## config.mk

```make
export PLATFORM = sky130hd
export DESIGN_NAME = seg_scan_ctrl
export DESIGN_NICKNAME = d
export VERILOG_FILES = /design/src/rtl/seg_scan_pkg.sv /design/src/rtl/scan_slot_timer.sv /design/src/rtl/seg_scan_ctrl.sv
export SDC_FILE = /design/constraint.sdc
export NUM_CORES = 1
export LEC_CHECK = 0
export CORE_AREA = 2 2 75 77
export CTS_BUF_LIST = sky130_fd_sc_hd__clkbuf_8 sky130_fd_sc_hd__clkbuf_16
export DETAILED_ROUTE_END_ITERATION = 7
export DIE_AREA = 0 0 77 79
export MAX_ROUTING_LAYER = met4
export PLACE_DENSITY_LB_ADDON = 0.25
export SETUP_SLACK_MARGIN = 0.1
export SLEW_MARGIN = 20
export SYNTH_ARGS = -nofsm -noshare
export SYNTH_HDL_FRONTEND = slang
export SYNTH_SLANG_ARGS = --single-unit
```

## constraint.sdc

```tcl
create_clock -name clk -period 3.55 [get_ports clk]
set_clock_uncertainty 0.2 [all_clocks]
set_input_delay 0.8875 -clock clk [delete_from_list [all_inputs] [get_ports clk]]
set_output_delay 0.8875 -clock clk [all_outputs]
set_load 0.1 [all_outputs]
```

## src/rtl/seg_scan_pkg.sv

```systemverilog
//==============================================================================
// Module   : seg_scan_pkg
// Brief    : Shared types and helpers for the seven-segment scan scheduler.
// Revision : 1.0 - initial release
//==============================================================================
`default_nettype none

package seg_scan_pkg;

  // Scan controller states
  typedef enum logic [1:0] {
    OFF   = 2'd0,
    BLANK = 2'd1,
    DRIVE = 2'd2
  } scan_state_t;

  // All anodes released (active-low display)
  localparam logic [3:0] ANODE_OFF = 4'b1111;

  // Index of one of the four display digits
  typedef logic [1:0] digit_idx_t;

  // Active-low one-hot anode vector selecting digit idx
  function automatic logic [3:0] onehot_low(input digit_idx_t idx);
    logic [3:0] v;
    v      = ANODE_OFF;
    v[idx] = 1'b0;
    return v;
  endfunction

endpackage

`default_nettype wire

```

## src/rtl/scan_slot_timer.sv

```systemverilog
//==============================================================================
// Module   : scan_slot_timer
// Brief    : Slot counter for the scan scheduler. Counts 0..2^DIVIDE_BY-1 per
//            digit slot and flags the end of the blank and drive windows.
//            Held at zero whenever run is low.
// Revision : 1.0 - initial release
//==============================================================================
`default_nettype none

module scan_slot_timer #(
  parameter int DIVIDE_BY    = 17,
  parameter int BLANK_CYCLES = 16
) (
  input  logic clk,
  input  logic reset,
  input  logic run,
  output logic blank_end,
  output logic drive_end
);

  localparam logic [DIVIDE_BY-1:0] BLANK_LAST = DIVIDE_BY'(BLANK_CYCLES - 1);
  localparam logic [DIVIDE_BY-1:0] ONE        = DIVIDE_BY'(1);

  logic [DIVIDE_BY-1:0] count;

  // Free-running slot count; wraps naturally at the end of each slot
  always_ff @(posedge clk or negedge reset) begin
    if (!reset) begin
      count <= '0;
    end else if (!run) begin
      count <= '0;
    end else begin
      count <= count + ONE;
    end
  end

  assign blank_end = (count == BLANK_LAST);
  assign drive_end = &count;

endmodule

`default_nettype wire

```

## src/rtl/seg_scan_ctrl.sv

```systemverilog
//==============================================================================
// Module   : seg_scan_ctrl
// Brief    : Time-multiplexed scan scheduler for a 4-digit seven-segment
//            display. Double-buffered 16-bit word load over valid/ready,
//            blank/drive windows per digit, registered active-low anodes.
//            Optional macro LEADING_ZERO_BLANK_EN suppresses leading zeros
//            on digits 3..1.
// Revision : 1.0 - initial release
//==============================================================================
`default_nettype none

module seg_scan_ctrl #(
  parameter int DIVIDE_BY    = 17,
  parameter int BLANK_CYCLES = 16
) (
  input  logic        clk,
  input  logic        reset,
  input  logic        enable,
  input  logic        load_valid,
  output logic        load_ready,
  input  logic [15:0] load_data,
  output logic [3:0]  an,
  output logic [3:0]  digit,
  output logic [1:0]  digit_idx,
  output logic        blank,
  output logic        frame_done
);

  import seg_scan_pkg::*;

  scan_state_t state;
  digit_idx_t  idx;
  logic [15:0] active;
  logic [15:0] shadow;
  logic        shadow_full;
  logic        run;
  logic        blank_end;
  logic        drive_end;
  logic        hide;

  // Counter only advances once the scan has left OFF
  assign run = enable && (state != OFF);

  scan_slot_timer #(
    .DIVIDE_BY    (DIVIDE_BY),
    .BLANK_CYCLES (BLANK_CYCLES)
  ) u_timer (
    .clk       (clk),
    .reset     (reset),
    .run       (run),
    .blank_end (blank_end),
    .drive_end (drive_end)
  );

  assign frame_done = (state == DRIVE) && drive_end && (idx == 2'd3);
  assign load_ready = !shadow_full;
  assign digit_idx  = idx;

  // Decide whether the upcoming drive slot is a suppressed leading zero
  always_comb begin
    hide = 1'b0;
`ifdef LEADING_ZERO_BLANK_EN
    case (idx)
      2'd3:    hide = (active[15:12] == 4'h0);
      2'd2:    hide = (active[15:8]  == 8'h0);
      2'd1:    hide = (active[15:4]  == 12'h0);
      default: hide = 1'b0;
    endcase
`endif
  end

  // Scan FSM with registered anode/digit/blank outputs
  always_ff @(posedge clk or negedge reset) begin
    if (!reset) begin
      state <= OFF;
      idx   <= '0;
      an    <= ANODE_OFF;
      digit <= '0;
      blank <= 1'b1;
    end else if (!enable) begin
      state <= OFF;
      idx   <= '0;
      an    <= ANODE_OFF;
      blank <= 1'b1;
    end else begin
      case (state)
        OFF: begin
          state <= BLANK;
        end
        BLANK: begin
          if (blank_end) begin
            state <= DRIVE;
            digit <= active[{idx, 2'b00} +: 4];
            an    <= hide ? ANODE_OFF : onehot_low(idx);
            blank <= hide;
          end
        end
        DRIVE: begin
          if (drive_end) begin
            state <= BLANK;
            idx   <= idx + 2'd1;
            an    <= ANODE_OFF;
            blank <= 1'b1;
          end
        end
        default: begin
          state <= OFF;
        end
      endcase
    end
  end

  // Double buffer: shadow takes loads, active only changes at a frame
  // boundary or while the display is off so a frame never tears
  always_ff @(posedge clk or negedge reset) begin
    if (!reset) begin
      active      <= '0;
      shadow      <= '0;
      shadow_full <= 1'b0;
    end else if (shadow_full && (frame_done || (state == OFF))) begin
      active      <= shadow;
      shadow_full <= 1'b0;
    end else if (load_valid && !shadow_full) begin
      shadow      <= load_data;
      shadow_full <= 1'b1;
    end
  end

endmodule

`default_nettype wire
```

Yosys cells after proc, flatten, opt, wreduce, memory -nomap -nowiden
Cells that the tools add are included.

Add/subtract/negate cells: 2. Order comparisons: 2. Eq/ne operators: 9. Shifts and indexed selects: 1. Muxes and demuxes: 20. Bitwise logic cells: 2. Reduce and logical (&&, ||, !) cells: 17.

Operators with widths (number): 17-bit by 1-bit adder with 17-bit output (second input constant) (1); 17-bit by 4-bit equality test with 1-bit output (second input constant) (1); 17-bit 2-to-1 mux (1); 17-bit AND reduction (1); 16-bit by 5-bit indexed part select with 4-bit output (1); 2-bit 2-to-1 mux (6); 4-bit 2-to-1 mux (3); 4-bit case mux with 2 select lines (1); 1-bit logical AND (6); 1-bit 2-to-1 mux (6); 3-bit inequality test (second input constant) (2); 2-bit case mux with 3 select lines (1); 2-bit AND reduction (3); 3-bit AND reduction (2); 2-bit equality test (second input constant) (2); 2-bit by 1-bit inequality test with 1-bit output (second input constant) (2); 4-bit inverter (1); 2-bit nonzero test (2); 2-bit by 3-bit < comparator with 1-bit output (second input constant) (1); 3-bit by 1-bit inequality test with 1-bit output (second input constant) (1); 2-bit by 1-bit adder with 2-bit output (second input constant) (1); 1-bit demux with 2-bit select (1); 2-bit by 1-bit equality test with 1-bit output (second input constant) (1); 2-bit by 1-bit greater-or-equal comparator with 1-bit output (second input constant) (1); 5 further kinds (5).

Register bits after elaboration: 63. Output and inout bits: 13. Logic and storage cells: 62.

Depth between registers and ports, before layout
Depth in word-level cells: 8. Gate-level depth with buffers: 10.

Modules after synthesis
A second synthesis with hierarchy kept.

Cells, all modules: 223. Area total of the unflattened synthesis: 2947.8 um^2.

By module, submodules not included: seg_scan_ctrl (instances 1, cells an instance 133, area an instance 2025.7 um^2); scan_slot_timer (instances 1, cells an instance 90, area an instance 922.1 um^2).

Worst setup path before layout
OpenSTA, ideal clock, no wires.

Kind: reg-to-output. Start: reg u_timer.count[0]. End: out frame_done. Arrival time: 2.884 ns. Data required time: 2.463 ns. Setup slack: -0.422 ns. Stages on the path, launching flop included: 9. Buffers on the path: 1. Cells stage by stage: dfrtp_1 > ha_1 > and3_1 > clkbuf_2 > nand3_1 > nor3_1 > ha_1 > nand3b_1 > nor2_1.

Word-level cells in the longest chain between the ends: 3.

Ends and longest elaborated chain: start: declaration (RTL line scan_slot_timer.sv:24) `logic [DIVIDE_BY-1:0] count;`; start signal: assignment (RTL line scan_slot_timer.sv:33) `count <= count + ONE;`; 17-bit AND reduction (RTL line scan_slot_timer.sv:38) `assign drive_end = &count;`; 1-bit logical AND (2 in a row) (RTL line seg_scan_ctrl.sv:55) `assign frame_done = (state == DRIVE) && drive_end && (idx == 2'd3);`; end: declaration (RTL line seg_scan_ctrl.sv:26) `output logic frame_done`.

Every way passes these cells.

Final worst setup path
Same ends and word-level chain as after synthesis.

==> out/qor.yml <==
grt:
  track_usage_pct: 20.33
  antenna_found_initial: 0
  grt_max_degree: 30
  grt_pass1_wl_microns: 9052
  gr-total-overflow: 0
  grt_pass1_vias: 1850
worst_setup_path:
  cp_cell_sequence: "ha_1 > and3_2 > nand3_2 > nor3_2 > ha_1 > nand3b_1 > nor2_4 > buf_12"
  path_class: "flop to output port"
  cp_slowest_stage_delay_ps: 380
  end_kind: "output port"
  cp_num_buf_inv: 1
  slowest_stage: "dfrtp_1"
  cp_max_fo: 7
  start_kind: "flop"
  crit_family: "simple AND/OR/NAND/NOR gates"
  cp.required_ps: 2460
  cp.arrival_ps: 2180
  cp_common_cell: "ha_1"
sta:
  setup_slack_ps: 280.5
  slew_headroom_pct: 33.39
  slew_violations: 0
  hold_viol: 0
  period_needed_ps: 3269
  setup_viol: 0
  tightestPinTransition_ps: 988.7
  setup_tns_ps: 0
  max_freq_mhz: 305.9
  min_period_over_period_pct: 92.10
  rsz0062_at_grt: "false"
place:
  hpwl_microns: 3599
  place.gp.congestion: 0.9115
  placed_cells: 323
  dpl_worst_slack_ps: 526.6
  io_buffers: 32
yosys:
  synthAdderAreaFrac_pct: 2.646
  muxShareOfSynthArea_pct: 18.34
  syn-num-nets: 248
  synth-compound-area-share_pct: 4.189
  postSynth.asyncResetShare_pct: 100.0
  synth_seq_area_share_pct: 55.78
  yosysUniqueCellTypes: 34
  ys_warn_count: 0
  ys_ff_latch: 63
  synth_area_sq_um: 2838
  synth-xor-area-share_pct: 3.395
  avgSynthCellArea_sq_um: 12.78
  synthCells: 222
  synth_top_family_by_area: "multiplexers"
  synth_ff_type: "dfrtp_1"
  synth_edf_count: 0
  synth-simple-area-share_pct: 12.57
pwr:
  clock_power_share_pct: 42.3
  leakagePower_uw: 0.001517
  p_per_area_nw_per_um2: 577.7
  intPower_uw: 1588
  switching_share_pct: 21.66
  p_sw_uw: 438.9
  share_comb_of_total_power_pct: 12.4
  max-vdd-ir-drop_v: 0.0003243
  power_uw: 2027
  seq_power_share_pct: 45.3
routing:
  finalWirelength_microns: 5277
  drt_pass1_iterations: 4
  vias: 1831
  ant_nets: 0
  wl_per_cell_microns: 15.57
  avgViaCountPerCell: 5.401
  drc_errors: 0
  drtIter0Drc: 78
clock_network:
  path_clk_slew_ps: 70
  cts_buffer_depth: 2
  cts_tree: "built"
  hold_buffers: 0
  clk_latency_ps: 330
  htreeDepth: 3
  clock_sinks: 63
  cts_root_buffer: "clkbuf_8"
  numCtsBuffers: 9
  ctsResizeCount: 0
  cts_setup_buffers: 0
finish:
  diodes: 0
  fin_cells: 339
  nets: 288
  area_delta_synth_final_pct: 23.63
  drive_above_1_share_pct: 32.96
floorplanning:
  coreArea_sq_um: 5338
  rows: 27
  start_util_pct: 53.16
  die_h_microns: 79
  dieArea_sq_um: 6083
  die_x_microns: 77
  io_pins: 33
outcome:
  run_status: "complete, no violations"
job:
  drv_cap: 0
worst_hold_path:
  hold_class: "flop to flop"
## state kept, by name (all words and copies together), names as in the netlist
| register | cells |
|---|---|
| active | 16 |
| an | 4 |
| blank | 1 |
| digit | 4 |
| digit_idx | 2 |
| shadow | 16 |
| shadow_full | 1 |
| state | 2 |
| u_timer.count | 17 |
## metrics by stage
step / area, sq um / util [%] / hold slack [ps]
after global routing: 3508 / 65.73 / 297.4
after CTS: 3497 / 65.52 / 276.7
after floorplan: 2845 / - / 247.9
after global placement: 3218 / 60.29 / 257.9
after detailed placement: 3218 / 60.29 / 268.0
final: 3508 / 65.73 / 278.5
## synthesized netlist by cell type (2+ instances only)
cell | instances | area share, %
nand2_1 | 10 | 1.3
clkbuf_1 | 4 | 0.53
buf_4 | 2 | 0.53
or4_1 | 3 | 0.79
and2_1 | 2 | 0.44
nand3_1 | 6 | 1.1
o21ai_0 | 4 | 0.71
dfrtp_1 | 58 | 51
inv_1 | 8 | 1.1
mux4_2 | 4 | 3.2
buf_6 | 2 | 0.79
mux2_2 | 32 | 13
o211ai_1 | 2 | 0.53
nor2b_1 | 2 | 0.44
nand3b_1 | 6 | 1.6
nor3_1 | 2 | 0.35
dfstp_2 | 5 | 4.6
xnor2_1 | 3 | 0.93
or3_1 | 2 | 0.44
a21oi_1 | 13 | 2.3
nand4_1 | 3 | 0.66
mux2_4 | 4 | 2.1
and4_1 | 3 | 0.93
ha_1 | 6 | 2.6
nor2_1 | 19 | 2.5
xor2_1 | 8 | 2.5
and3_1 | 2 | 0.44
## worst paths after layout
path	start	endpoint	slack, ps	cells past startpoint
hold / removal	u_timer.count[0]	u_timer.count[0]	280	1
min in group asynchronous	reset	active[1]	370	1
setup / recovery	u_timer.count[0]	frame_done	280	8
setup reg to reg	u_timer.count[8]	digit[0]	860	4
hold reg to reg	u_timer.count[0]	u_timer.count[0]	280	1
max in group asynchronous	reset	an[2]	2040	2
## layout make-up
cell class | instances | area (sq um)
clock buffer | 11 | 151.4
clock inverter | 5 | 127.6
fill | 435 | 1829
inverter | 8 | 30.03
multi-input combinational | 142 | 1186
sequential | 63 | 1583
tap | 72 | 90.09
timing repair buffer | 38 | 340.3
## logic make-up after synthesis
group | count (synthesis)
AO/OA/AOI/OAI | 21
XOR/XNOR | 11
adder cells (fa/ha/maj) | 6
buffers and inverters | 17
flip-flops | 63
multiplexers | 41
AND/OR/NAND/NOR | 63
## metal layers
metal / GRT usage [%] / vias to the layer above / part of all wire (%)
met1: 26.57 / 916 / 47
met3: 4.318 / 14 / 3.8
li1: - / 857 / -
met4: 11.43 / 0 / 2.4
met2: 29.91 / 44 / 47
met5: - / - / 0
## layout by cell type, fill, tap and decap left out, drive strengths merged, types with 4 or more instances in the layout
cell type,Yosys,routed
inv,8,8
a21oi,13,13
clkbuf,5,11
ha,6,6
nand3b,6,6
or4,4,4
clkdlybuf4s50,0,18
buf,4,20
nand2,10,10
xor2,8,8
o21ai,4,4
dfrtp,58,58
nand3,6,6
nor2,19,19
mux4,4,4
mux2,36,36
bufinv,0,4
dfstp,5,5
## power by group through the flow
stage	clock network (uW)	registers, uW	logic [uW]
floorplan	0	906	192
global placement	0	926	244
detailed placement	0	932	256
CTS	870	919	257
global route	901	939	276
finish	857	918	252
Power figures use the tool's default switching activity.
